===== config.mk =====
export PLATFORM = sky130hd
export DESIGN_NAME = spi_flash_block_reader
export DESIGN_NICKNAME = d
export VERILOG_FILES = /design/src/rtl/spi_flash_block_reader.sv
export SDC_FILE = /design/constraint.sdc
export NUM_CORES = 1
export LEC_CHECK = 0
export ABC_AREA = 1
export ABC_CLOCK_PERIOD_IN_PS = 3600
export CORE_ASPECT_RATIO = 0.9
export CORE_UTILIZATION = 55
export CTS_CLUSTER_DIAMETER = 30
export DETAILED_ROUTE_END_ITERATION = 6
export PLACE_DENSITY = 0.79
export SYNTH_ARGS = -nofsm -noshare
export SYNTH_HDL_FRONTEND = slang
export SYNTH_SLANG_ARGS = --single-unit

===== constraint.sdc =====
create_clock -name i_clk -period 3.6 [get_ports i_clk]
set_clock_uncertainty 0.1 [all_clocks]
set_input_delay 0.54 -clock i_clk [delete_from_list [all_inputs] [get_ports i_clk]]
set_output_delay 0.54 -clock i_clk [all_outputs]
set_load 0.01 [all_outputs]

===== src/rtl/spi_flash_block_reader.sv =====
// SPI (mode 3) flash block reader: issues a read command plus address, optionally
// clocks dummy cycles, then streams BLOCK_SIZE received bytes out as BRAM write strobes.
module spi_flash_block_reader #(
    parameter int unsigned BLOCK_SIZE  = 512,
    parameter int unsigned SPI_CLK_DIV = 10,
    parameter int unsigned ADDR_BYTES  = 3,
    parameter int unsigned FAST_READ   = 0,
    localparam int unsigned IdxW       = (BLOCK_SIZE > 1) ? $clog2(BLOCK_SIZE) : 1
) (
    input  logic                      i_clk,
    input  logic                      i_rst,
    input  logic [8*ADDR_BYTES-1:0]   i_read_addr,
    input  logic                      i_read_stb,
    input  logic                      i_abort,
    output logic                      o_busy,
    output logic                      o_read_done_stb,
    output logic                      o_write_bram_stb,
    output logic [IdxW-1:0]           o_write_bram_addr,
    output logic [7:0]                o_write_bram_data,
    output logic                      o_spi_cs_n,
    output logic                      o_spi_clk,
    output logic                      o_spi_mosi,
    input  logic                      i_spi_miso
);

    localparam int unsigned TxW      = 8 + 8 * ADDR_BYTES;
    localparam int unsigned AddrBits = 8 * ADDR_BYTES;

    localparam logic [7:0] Cmd = (ADDR_BYTES == 4) ? ((FAST_READ != 0) ? 8'h0C : 8'h13)
                                                   : ((FAST_READ != 0) ? 8'h0B : 8'h03);

    typedef enum logic [2:0] {
        StIdle,
        StCsSetup,
        StCmd,
        StAddr,
        StDummy,
        StData,
        StCsHold
    } state_e;

    state_e             state_q, state_d;
    logic [7:0]         div_q, div_d;
    logic [5:0]         bit_q, bit_d;
    logic [IdxW-1:0]    idx_q, idx_d;
    logic [TxW-1:0]     tx_q, tx_d;
    logic [7:0]         rx_q, rx_d;
    logic               cs_n_q, cs_n_d;
    logic               sclk_q, sclk_d;
    logic               mosi_q, mosi_d;
    logic               busy_q, busy_d;
    logic               wstb_q, wstb_d;
    logic               done_q, done_d;
    logic [IdxW-1:0]    waddr_q, waddr_d;
    logic [7:0]         wdata_q, wdata_d;
    logic               tick;

    assign tick = (state_q != StIdle) && (div_q == 8'(SPI_CLK_DIV - 1));

    always_comb begin
        state_d = state_q;
        div_d   = tick ? 8'd0 : div_q + 8'd1;
        bit_d   = bit_q;
        idx_d   = idx_q;
        tx_d    = tx_q;
        rx_d    = rx_q;
        cs_n_d  = cs_n_q;
        sclk_d  = sclk_q;
        mosi_d  = mosi_q;
        busy_d  = busy_q;
        wstb_d  = 1'b0;
        done_d  = 1'b0;
        waddr_d = waddr_q;
        wdata_d = wdata_q;

        unique case (state_q)
            StIdle: begin
                div_d = 8'd0;
                if (i_read_stb) begin
                    state_d = StCsSetup;
                    cs_n_d  = 1'b0;
                    sclk_d  = 1'b1;
                    mosi_d  = 1'b1;
                    busy_d  = 1'b1;
                    tx_d    = {Cmd, i_read_addr};
                    bit_d   = 6'd0;
                    idx_d   = '0;
                    rx_d    = 8'd0;
                end
            end
            StCsSetup: begin
                // bit_q counts setup ticks; the second one launches the first command bit
                if (tick) begin
                    if (bit_q == 6'd0) begin
                        bit_d = 6'd1;
                    end else begin
                        sclk_d  = 1'b0;
                        mosi_d  = tx_q[TxW-1];
                        tx_d    = tx_q << 1;
                        bit_d   = 6'd0;
                        state_d = StCmd;
                    end
                end
            end
            StCmd, StAddr, StDummy, StData: begin
                if (tick) begin
                    if (sclk_q) begin
                        sclk_d = 1'b0;
                        if (state_q == StCmd || state_q == StAddr) begin
                            mosi_d = tx_q[TxW-1];
                            tx_d   = tx_q << 1;
                        end else begin
                            mosi_d = 1'b1;
                        end
                    end else begin
                        sclk_d = 1'b1;
                        bit_d  = bit_q + 6'd1;
                        case (state_q)
                            StCmd: begin
                                if (bit_q == 6'd7) begin
                                    bit_d   = 6'd0;
                                    state_d = StAddr;
                                end
                            end
                            StAddr: begin
                                if (bit_q == 6'(AddrBits - 1)) begin
                                    bit_d   = 6'd0;
                                    state_d = (FAST_READ != 0) ? StDummy : StData;
                                end
                            end
                            StDummy: begin
                                if (bit_q == 6'd7) begin
                                    bit_d   = 6'd0;
                                    state_d = StData;
                                end
                            end
                            StData: begin
                                rx_d = {rx_q[6:0], i_spi_miso};
                                if (bit_q == 6'd7) begin
                                    bit_d   = 6'd0;
                                    wstb_d  = 1'b1;
                                    waddr_d = idx_q;
                                    wdata_d = {rx_q[6:0], i_spi_miso};
                                    idx_d   = idx_q + 1'b1;
                                    if (idx_q == IdxW'(BLOCK_SIZE - 1)) begin
                                        state_d = StCsHold;
                                    end
                                end
                            end
                            default: ;
                        endcase
                    end
                end
            end
            StCsHold: begin
                if (tick) begin
                    state_d = StIdle;
                    cs_n_d  = 1'b1;
                    sclk_d  = 1'b1;
                    mosi_d  = 1'b1;
                    busy_d  = 1'b0;
                    done_d  = 1'b1;
                    bit_d   = 6'd0;
                    idx_d   = '0;
                end
            end
            default: begin
                state_d = StIdle;
            end
        endcase

        // Abort only applies to an active transaction; a strobe in the same idle cycle wins.
        if (i_abort && state_q != StIdle) begin
            state_d = StIdle;
            div_d   = 8'd0;
            bit_d   = 6'd0;
            idx_d   = '0;
            rx_d    = 8'd0;
            cs_n_d  = 1'b1;
            sclk_d  = 1'b1;
            mosi_d  = 1'b1;
            busy_d  = 1'b0;
            wstb_d  = 1'b0;
            done_d  = 1'b0;
        end
    end

    always_ff @(posedge i_clk or posedge i_rst) begin
        if (i_rst) begin
            state_q <= StIdle;
            div_q   <= 8'd0;
            bit_q   <= 6'd0;
            idx_q   <= '0;
            tx_q    <= '0;
            rx_q    <= 8'd0;
            cs_n_q  <= 1'b1;
            sclk_q  <= 1'b1;
            mosi_q  <= 1'b1;
            busy_q  <= 1'b0;
            wstb_q  <= 1'b0;
            done_q  <= 1'b0;
            waddr_q <= '0;
            wdata_q <= 8'd0;
        end else begin
            state_q <= state_d;
            div_q   <= div_d;
            bit_q   <= bit_d;
            idx_q   <= idx_d;
            tx_q    <= tx_d;
            rx_q    <= rx_d;
            cs_n_q  <= cs_n_d;
            sclk_q  <= sclk_d;
            mosi_q  <= mosi_d;
            busy_q  <= busy_d;
            wstb_q  <= wstb_d;
            done_q  <= done_d;
            waddr_q <= waddr_d;
            wdata_q <= wdata_d;
        end
    end

    assign o_busy            = busy_q;
    assign o_read_done_stb   = done_q;
    assign o_write_bram_stb  = wstb_q;
    assign o_write_bram_addr = waddr_q;
    assign o_write_bram_data = wdata_q;
    assign o_spi_cs_n        = cs_n_q;
    assign o_spi_clk         = sclk_q;
    assign o_spi_mosi        = mosi_q;

endmodule


---- After elaboration in Yosys (flattened, before gate mapping) ----
Index checks and enable logic that the tools add are counted.
storage, ports and cells
  register bits after elaboration ......... 88
  input port bits ......................... 29
  output and inout bits ................... 23
  word-level logic and storage cells ...... 150
cells by class
  add/sub/neg operators ................... 3
  eq/ne operators ......................... 31
  multiplexer cells ....................... 79
  bitwise logic cells ..................... 1
  reduce and logical (&&, ||, !) cells .... 22
operators by type and width
  cell                 number
  $mux 32              6
  $pmux 32 s3          1
  $mux 9               7
  $mux 6               8
  $mux 3               12
  $mux 7               5
  $mux 1               27
  $ne 3x3->1 const B   9
  $pmux 9 s3           1
  $mux 8               3
  $pmux 3 s4           2
  $pmux 6 s4           1
  $reduce_and 7->1     3
  $ne 4x4->1 const B   5
  $pmux 7 s2           1
  $ne 2x2->1 const B   6
  $pmux 6 s2           1
  $reduce_and 12->1    1
  $reduce_and 6->1     2
  $reduce_bool 3->1    4
  $reduce_and 5->1     2
  $add 9x1->9 const B  1
  $eq 3x3->1 const B   3
  $eq 9x9->1 const B   1
  other kinds (20)     24

---- Longest topological paths before layout ----
Gate-level depths: netlist of run 1.
  depth in word-level cells ............... 8
  depth in mapped cells ................... 12
  mapped depth without buffers ............ 12

---- Least setup slack after synthesis of run 1 ----
Ideal clock, no wire load.
  path kind ............................... flip-flop to flip-flop
  start point ............................. register state_q[1]
  end point ............................... register waddr_q[7] (netlist: o_write_bram_addr[7])
  setup time .............................. 0.126 ns
  arrival ................................. 1.946 ns
  data required time ...................... 3.374 ns
  slack ................................... 1.428 ns
  stages on the path, launching flop included .. 9
  path buffers ............................ 1
  clock period less this slack ............ 2.172 ns
  cells stage by stage .................... dfrtp_1 inv_1 ha_1 or2_2 nor3_2 nand3_2 buf_2 nand2_1 o21ai_0
between the ends
  cells in the longest elaborated chain, start to end .. 3
  elaborated cells between the ends (all ways) .. 8
  those cells by class .................... 4 x eq/ne; 4 x reduce/logical
RTL lines
  element                                                      line    text
  start: declaration                                           42      state_e state_q, state_d;
  start signal: assignment                                     190     state_q <= StIdle;
  start signal: assignment                                     205     state_q <= state_d;
  $eq 3x2->1, or another cell as far along                     76      unique case (state_q)
  $reduce_or 4->1 / $logic_and 1x1->1 (equally long branches)  76, 58
  $reduce_and 5->1 (no source line) (*)                        n/a
  end signal: assignment                                       217     waddr_q <= waddr_d;
  end: declaration                                             54      logic [IdxW-1:0] waddr_q, waddr_d;
Mark *: on every way between the ends. The rest lies on a longest branch, timed or not.
A chain may end at the register's enable or synchronous reset.

---- Worst setup path after layout of run 1 ----
  start point ............................. register state_q[1]
  end point ............................... register waddr_q[6] (netlist: o_write_bram_addr[6])
The elaborated chain is that of the path after synthesis.

==> results of run 1 <==
==> where the power goes <==
group / internal, mW / leakage (nW) / switching, mW
combinational: 0.600 / 1.15 / 1.30
clock: 0.338 / 0.102 / 0.389
sequential: 1.25 / 1.13 / 0.176
==> synthesized netlist by cell type (2+ instances only) <==
| master | n | area share |
|---|---|---|
| o31ai_1 | 2 | 0.0033 |
| nand3_2 | 2 | 0.0044 |
| nand4_1 | 7 | 0.0097 |
| inv_1 | 42 | 0.035 |
| nor3b_1 | 4 | 0.0067 |
| buf_2 | 8 | 0.0089 |
| a31oi_1 | 23 | 0.032 |
| o21ai_2 | 9 | 0.017 |
| inv_2 | 4 | 0.0033 |
| a21oi_1 | 5 | 0.0056 |
| o21ai_1 | 12 | 0.013 |
| o211ai_1 | 2 | 0.0033 |
| nor3_1 | 2 | 0.0022 |
| nand2_2 | 7 | 0.0097 |
| o21ai_0 | 33 | 0.037 |
| ha_1 | 10 | 0.028 |
| dfrtp_1 | 85 | 0.47 |
| or2_2 | 3 | 0.0042 |
| nand2_1 | 159 | 0.13 |
| nand3_1 | 28 | 0.031 |
| dfstp_2 | 3 | 0.017 |
| nand3b_1 | 2 | 0.0033 |
| buf_6 | 4 | 0.010 |
| xor2_1 | 3 | 0.0058 |
| nor2_2 | 5 | 0.0069 |
| clkbuf_1 | 4 | 0.0033 |
| nand2_4 | 4 | 0.010 |
| nor2_1 | 59 | 0.049 |
==> final timing paths <==
path,slack (ns),end,from
min in group asynchronous,0.54,tx_q[15],i_rst
hold reg to reg,0.38,tx_q[0],tx_q[0]
max in group asynchronous,2.19,bit_q[0],i_rst
hold / removal,0.38,tx_q[0],tx_q[0]
setup / recovery,0.82,o_write_bram_addr[6],state_q[1]
setup reg to reg,0.82,o_write_bram_addr[6],state_q[1]
==> state kept, by name (all words and copies together), names as in the netlist <==
| name | cells |
|---|---|
| tx_q | 32 |
| idx_q | 9 |
| o_busy | 1 |
| o_spi_mosi | 1 |
| o_write_bram_data | 8 |
| o_read_done_stb | 1 |
| o_spi_cs_n | 1 |
| div_q | 8 |
| o_spi_clk | 1 |
| o_write_bram_addr | 9 |
| o_write_bram_stb | 1 |
| state_q | 3 |
| rx_q | 7 |
| bit_q | 6 |
==> per-layer routing <==
metal  part of all wire  up-vias  global-route usage  wire length (um)
li1                   -     1857                   -                 -
met1               0.46     1705               0.297              4260
met2               0.50       77               0.393              4660
met3              0.037        4              0.0591               349
met4             0.0056        0              0.0615                52
met5                  0        -                   0                 0
==> kinds of logic (layout without fill, tap and decap cells) <==
logic type / after synthesis / count (layout)
simple gates: 289 / 289
compound gates: 89 / 89
flops: 88 / 88
buf+inv: 64 / 116
fa+ha+maj: 10 / 10
xor+xnor: 4 / 4
==> worst min-delay path: stages, from the launching register on <==
cell and delay [ns]:
dfrtp_1 0.35, nand2_1 0.05, nand2_1 0.05
==> stage by stage <==
stage               hold slack [ns]  utilization  std cells  cell area, um2  power, mW
finish                        0.380        0.681        692            5260       4.06
global route                  0.405        0.681        692            5260       4.41
CTS                           0.383        0.681        692            5260       4.08
detailed placement            0.359        0.653        676            5050       3.34
global placement              0.357        0.653        676            5050       3.26
floorplan                     0.342            -        544            4510       3.03
==> cells in the final DEF, fill, tap and decap left out, types with 5 or more instances in the layout <==
master / n
a21oi_1: 5
nand4_1: 7
dfrtp_1: 85
o21ai_1: 12
nand3_1: 28
o21ai_2: 9
nor2_1: 59
nand2_1: 159
o21ai_0: 33
clkbuf_8: 9
a31oi_1: 23
inv_1: 41
ha_1: 10
nor2_2: 5
nand2_2: 7
clkdlybuf4s50_1: 51
==> area by class of cell <==
cell class | instances | share of cell area
repair buffers | 53 | 0.102
flip-flops and latches | 88 | 0.419
multi-input cells | 392 | 0.382
clock buffers | 9 | 0.0235
inverters | 47 | 0.0342
clock inverters | 7 | 0.0166
well taps | 96 | 0.0228
==> summary.md, run 1 <==
| Metric | Value |
|---|---|
| Status | finished clean |
| RSZ-0062 raised after global routing | false |
| CTS max path bufs | 2 |
| LEAKAGE | 2.38 nW |
| Post-synthesis sequential area ratio | 0.489 |
| Via Count | 3643 |
| Fmax | 360 MHz |
| Post-Place Setup Slack | 0.851 ns |
| H-tree levels | 3 |
| CTS Hold Buffers Added | 0 |
| Post-Synth Simple-Gate Area | 0.291 |
| CP Class | reg -> reg |
| Critical path capture point type | register |
| IO buf count | 51 |
| Drt initial violations | 213 |
| Hold path cells | 2 |
| Die footprint | 8560 um2 |
| Die H | 87.9 um |
| Number of flops mapped to enable cells by yosys | 0 |
| Syn_nets | 583 |
| Critical path launch point type | register |
| Multi-input logic area | 2010 um2 |
| Syn Area/Cell | 8.29 um2 |
| Antenna violations before repair | 0 |
| Final nets | 630 |
| Initial core utilization | 0.583 |
| Peak VDD IR | 0.513 mV |
| CTS sink count | 88 |
| Max Cap Viol | 0 |
| Worst Path Arrival | 2.94 ns |
| Synth unique cells | 41 |
| Max Slew Vio Count | 0 |
| Clock transition at path regs | 0.10 ns |
| Number of diodes | 0 |
| GP Congestion | 0.845 |
| First-pass GRT wire length | 15700 um |
| Area of the mapped netlist | 4510 um2 |
| Clk_lat worst skew | 0.36 ns |
| Tmin final | 2.78 ns |
| Hold Vio Cnt, Final | 0 |
| Main combinational cell family by area after synthesis | simple AND/OR/NAND/NOR gates |
| Post-synthesis mux area share | 0 |
| Die W | 97.4 um |
| HP Class | reg -> reg |
| Gr usage total | 0.230 |
| Fillers | 629 |
| Worst Max-Slew Pin Slew | 0.844 ns |
| Final worst setup slack | 0.822 ns |
| CTS Buf Count | 9 |
| Setup-failing EPs final | 0 |
| Area Growth Syn to Fin | 16.8% |
| Largest net degree at the start of global routing | 51 |
| WL/cell | 13.5 um |
| Num rows | 30 |
| CP Depth | 6 |
| Synth Area in Compound Gates | 0.119 |
| Vias in the first global route | 3514 |
| Seq. cell area | 2210 um2 |
| Primary FF master, synth | dfrtp_1 |
| Root buf cell | clkbuf_8 |
| Fin crit share | 0.772 |
| Via density per instance | 5.26 |
| Core area | 7730 um2 |
| Seq cells post-synth | 88 |
| P per Cell Area | 771 nW/um2 |
| Setup Fix Bufs, Post-CTS | 0 |
| Delay-heaviest family, CP | simple AND/OR/NAND/NOR gates |
| Slowest-stage cell, CP | dfrtp_1 |
| CP max stage delay | 0.57 ns |
| Final WL | 9310 um |
| Post-Synth Adder-Cell Area | 0.0278 |
| Post-route ant nets | 0 |
| DRT Pass-1 Iters | 4 |
| Cells after Synth | 544 |
| Xor-xnor portion of the synthesized cell area | 0.00777 |
| Synth warn | 0 |
| CP Cell Sequence | inv_1 -> ha_1 -> or2_2 -> nor3_2 -> nand3_2 -> o21ai_0 |
| DRC | 0 |
| Total gr overflow | 0 |
| Required time worst endpoint | 3.77 ns |
| Worst-case reg-to-reg path depth | 6 |
| Worst path buffer plus inverter count | 1 |
| Setup TNS | 0 ns |
| CTS tree | yes |
| Resized Gates After CTS | 0 |
| Slew HR | 0.437 |
| Crit path max fanout | 35 |
| Share of layout cells above drive strength 1 | 0.107 |
| Ys async rst share | 1.00 |
| Num ports | 52 |
| Hpwl dp | 6490 um |
Power figures use the tool's default switching activity.
==> inputs of run 2 (changes only) <==
--- a/config.mk
+++ b/config.mk
@@ -6,12 +6,12 @@
 export NUM_CORES = 1
 export LEC_CHECK = 0
 export ABC_AREA = 1
-export ABC_CLOCK_PERIOD_IN_PS = 3600
+export ABC_CLOCK_PERIOD_IN_PS = 2200
 export CORE_ASPECT_RATIO = 0.9
-export CORE_UTILIZATION = 55
+export CORE_UTILIZATION = 51
 export CTS_CLUSTER_DIAMETER = 30
 export DETAILED_ROUTE_END_ITERATION = 6
-export PLACE_DENSITY = 0.79
+export PLACE_DENSITY = 0.78
 export SYNTH_ARGS = -nofsm -noshare
 export SYNTH_HDL_FRONTEND = slang
 export SYNTH_SLANG_ARGS = --single-unit
==> constraint.sdc (replaced) <==
create_clock -name i_clk -period 2.2 [get_ports i_clk]
set_clock_uncertainty 0.1 [all_clocks]
set_input_delay 0.33 -clock i_clk [delete_from_list [all_inputs] [get_ports i_clk]]
set_output_delay 0.33 -clock i_clk [all_outputs]
set_load 0.01 [all_outputs]
==> summary.md, run 2 (synthesis gave the netlist of run 1 again) <==
| Metric | Value |
|---|---|
| Status | finished clean |
| FF-to-FF setup slack | 0.16 ns |
| Commonest cells after routing, fill and taps aside | nand2_1, dfrtp_1, nor2_1 |
| Required time worst endpoint | 2.35 ns |
| Die H | 91.2 um |
| Initial core utilization | 0.526 |
| Hold Vio Cnt, Final | 0 |
| DRC | 0 |
| CTS Hold Buffers Added | 0 |
| CTS Buf Count | 9 |
| Num rows | 32 |
| Delay-heaviest family, CP | simple AND/OR/NAND/NOR gates |
| Setup TNS | 0 ns |
| Most used cell, CP | nand2_4 |
| Clock transition at path regs | 0.09 ns |
| Hpwl dp | 6380 um |
| Number of diodes | 0 |
| Via density per instance | 5.13 |
| Slew HR | 0.693 |
| Vias in the first global route | 3410 |
| Die W | 101 um |
| Largest net degree at the start of global routing | 89 |
| CTS tree | yes |
| Gr usage total | 0.214 |
| LEAKAGE | 2.42 nW |
| Clk_lat worst skew | 0.36 ns |
| H-tree levels | 3 |
| Setup-failing EPs final | 0 |
| Final nets | 640 |
| GP Congestion | 0.867 |
| CP max stage delay | 0.40 ns |
| Area Growth Syn to Fin | 18.9% |
| CP Class | reg -> reg |
| Share of layout cells above drive strength 1 | 0.122 |
| Worst Max-Slew Pin Slew | 0.460 ns |
| Largest register FFs | 32 |
| Post-DP Area | 5160 um2 |
| Resized Gates After CTS | 0 |
| CP Cell Sequence | inv_1 -> ha_1 -> nand3_1 -> nor2_2 -> nand2_4 -> nand2_2 -> nand2_4 -> nor2_8 -> nand3_4 -> nand2_1 -> o21ai_2 |
| Reg2reg start | div_q[1] |
| Crit path max fanout | 18 |
| Via Count | 3718 |
| Worst-case reg-to-reg path depth | 11 |
| Num ports | 52 |
| Final WL | 9120 um |
| CTS max path bufs | 2 |
| Largest reg by FF count | tx_q |
| Antenna violations before repair | 0 |
| First-pass GRT wire length | 15700 um |
| Fmax | 490 MHz |
| Setup Fix Bufs, Post-CTS | 0 |
| Final core utilization | 0.626 |
| Post-route ant nets | 0 |
| IO buf count | 51 |
| CTS sink count | 88 |
| Peak VDD IR | 0.812 mV |
| Cell area after layout | 5360 um2 |
| Most common cell after layout, fill and taps aside | nand2_1 |
| P per Cell Area | 1260 nW/um2 |
| Slowest-stage cell, CP | dfrtp_1 |
| WHS | 0.325 ns |
| Fin crit share | 0.929 |
| Worst path buffer plus inverter count | 1 |
| Tmin final | 2.04 ns |
| Critical path capture point type | register |
| Die footprint | 9220 um2 |
| Critical path launch point type | register |
| CP Depth | 11 |
| DRT Pass-1 Iters | 5 |
| Core area | 8570 um2 |
| WL/cell | 12.6 um |
| Drt initial violations | 223 |
| Worst Path Arrival | 2.19 ns |
| Max Cap Viol | 0 |
| HP Class | in -> async |
| RSZ-0062 raised after global routing | false |
| Max Slew Vio Count | 0 |
| RR Endpoint | idx_q[1] |
| Root buf cell | clkbuf_8 |
| Total gr overflow | 0 |
[run 2: changes by cell type in the layout (fill, tap and decap cells not counted), sizes merged]
cell | previous run | this run
inv | 50 | 48
clkinvlp | 2 | 3
buf | 2 | 12
clkinv | 1 | 2
[run 2: layer usage]
layer	up-vias	wire (um)	track usage
met5	-	0	0
met4	0	107	0.0568
met3	9	332	0.0446
met2	71	4390	0.353
met1	1752	4280	0.287
li1	1886	-	-
[run 2: worst max-delay path by stage]
stage / endpoint / start / slack, ns
floorplan: o_write_bram_addr[7] / state_q[1] / 0.03
global placement: idx_q[8] / i_abort / 0.14
detailed placement: idx_q[3] / i_abort / 0.1
CTS: idx_q[2] / div_q[1] / 0.15
global route: idx_q[1] / div_q[1] / 0.003
finish: idx_q[1] / div_q[1] / 0.16
[run 2: final cells by class]
| type | instances | area (um2) |
|---|---|---|
| clock buffers | 9 | 124 |
| clock inverters | 7 | 78.8 |
| fillers | 773 | 3210 |
| inverters | 47 | 183 |
| multi-input cells | 392 | 2010 |
| flip-flops and latches | 88 | 2210 |
| well taps | 119 | 149 |
| repair buffers | 63 | 613 |
[run 2: worst register-to-register path: cells and delay by family (launching register included)]
family	cells	cell delay (ns)
compound gates	1	0.06
buf+inv	1	0.07
flops	1	0.40
simple gates	8	1.18
fa+ha+maj	1	0.13
[run 2: metrics by stage]
step | worst slack (ns) | total power [mW] | cells
after floorplan | 0.0281 | 4.96 | 544
after global placement | 0.137 | 5.54 | 709
after detailed placement | 0.0993 | 5.63 | 709
after CTS | 0.150 | 6.79 | 725
after global routing | 0.00343 | 7.34 | 725
final | 0.157 | 6.75 | 725
[run 2: report_power, final]
part           internal (mW)  switching, mW
registers               2.05          0.243
logic                   1.10           2.21
clock network          0.537          0.608
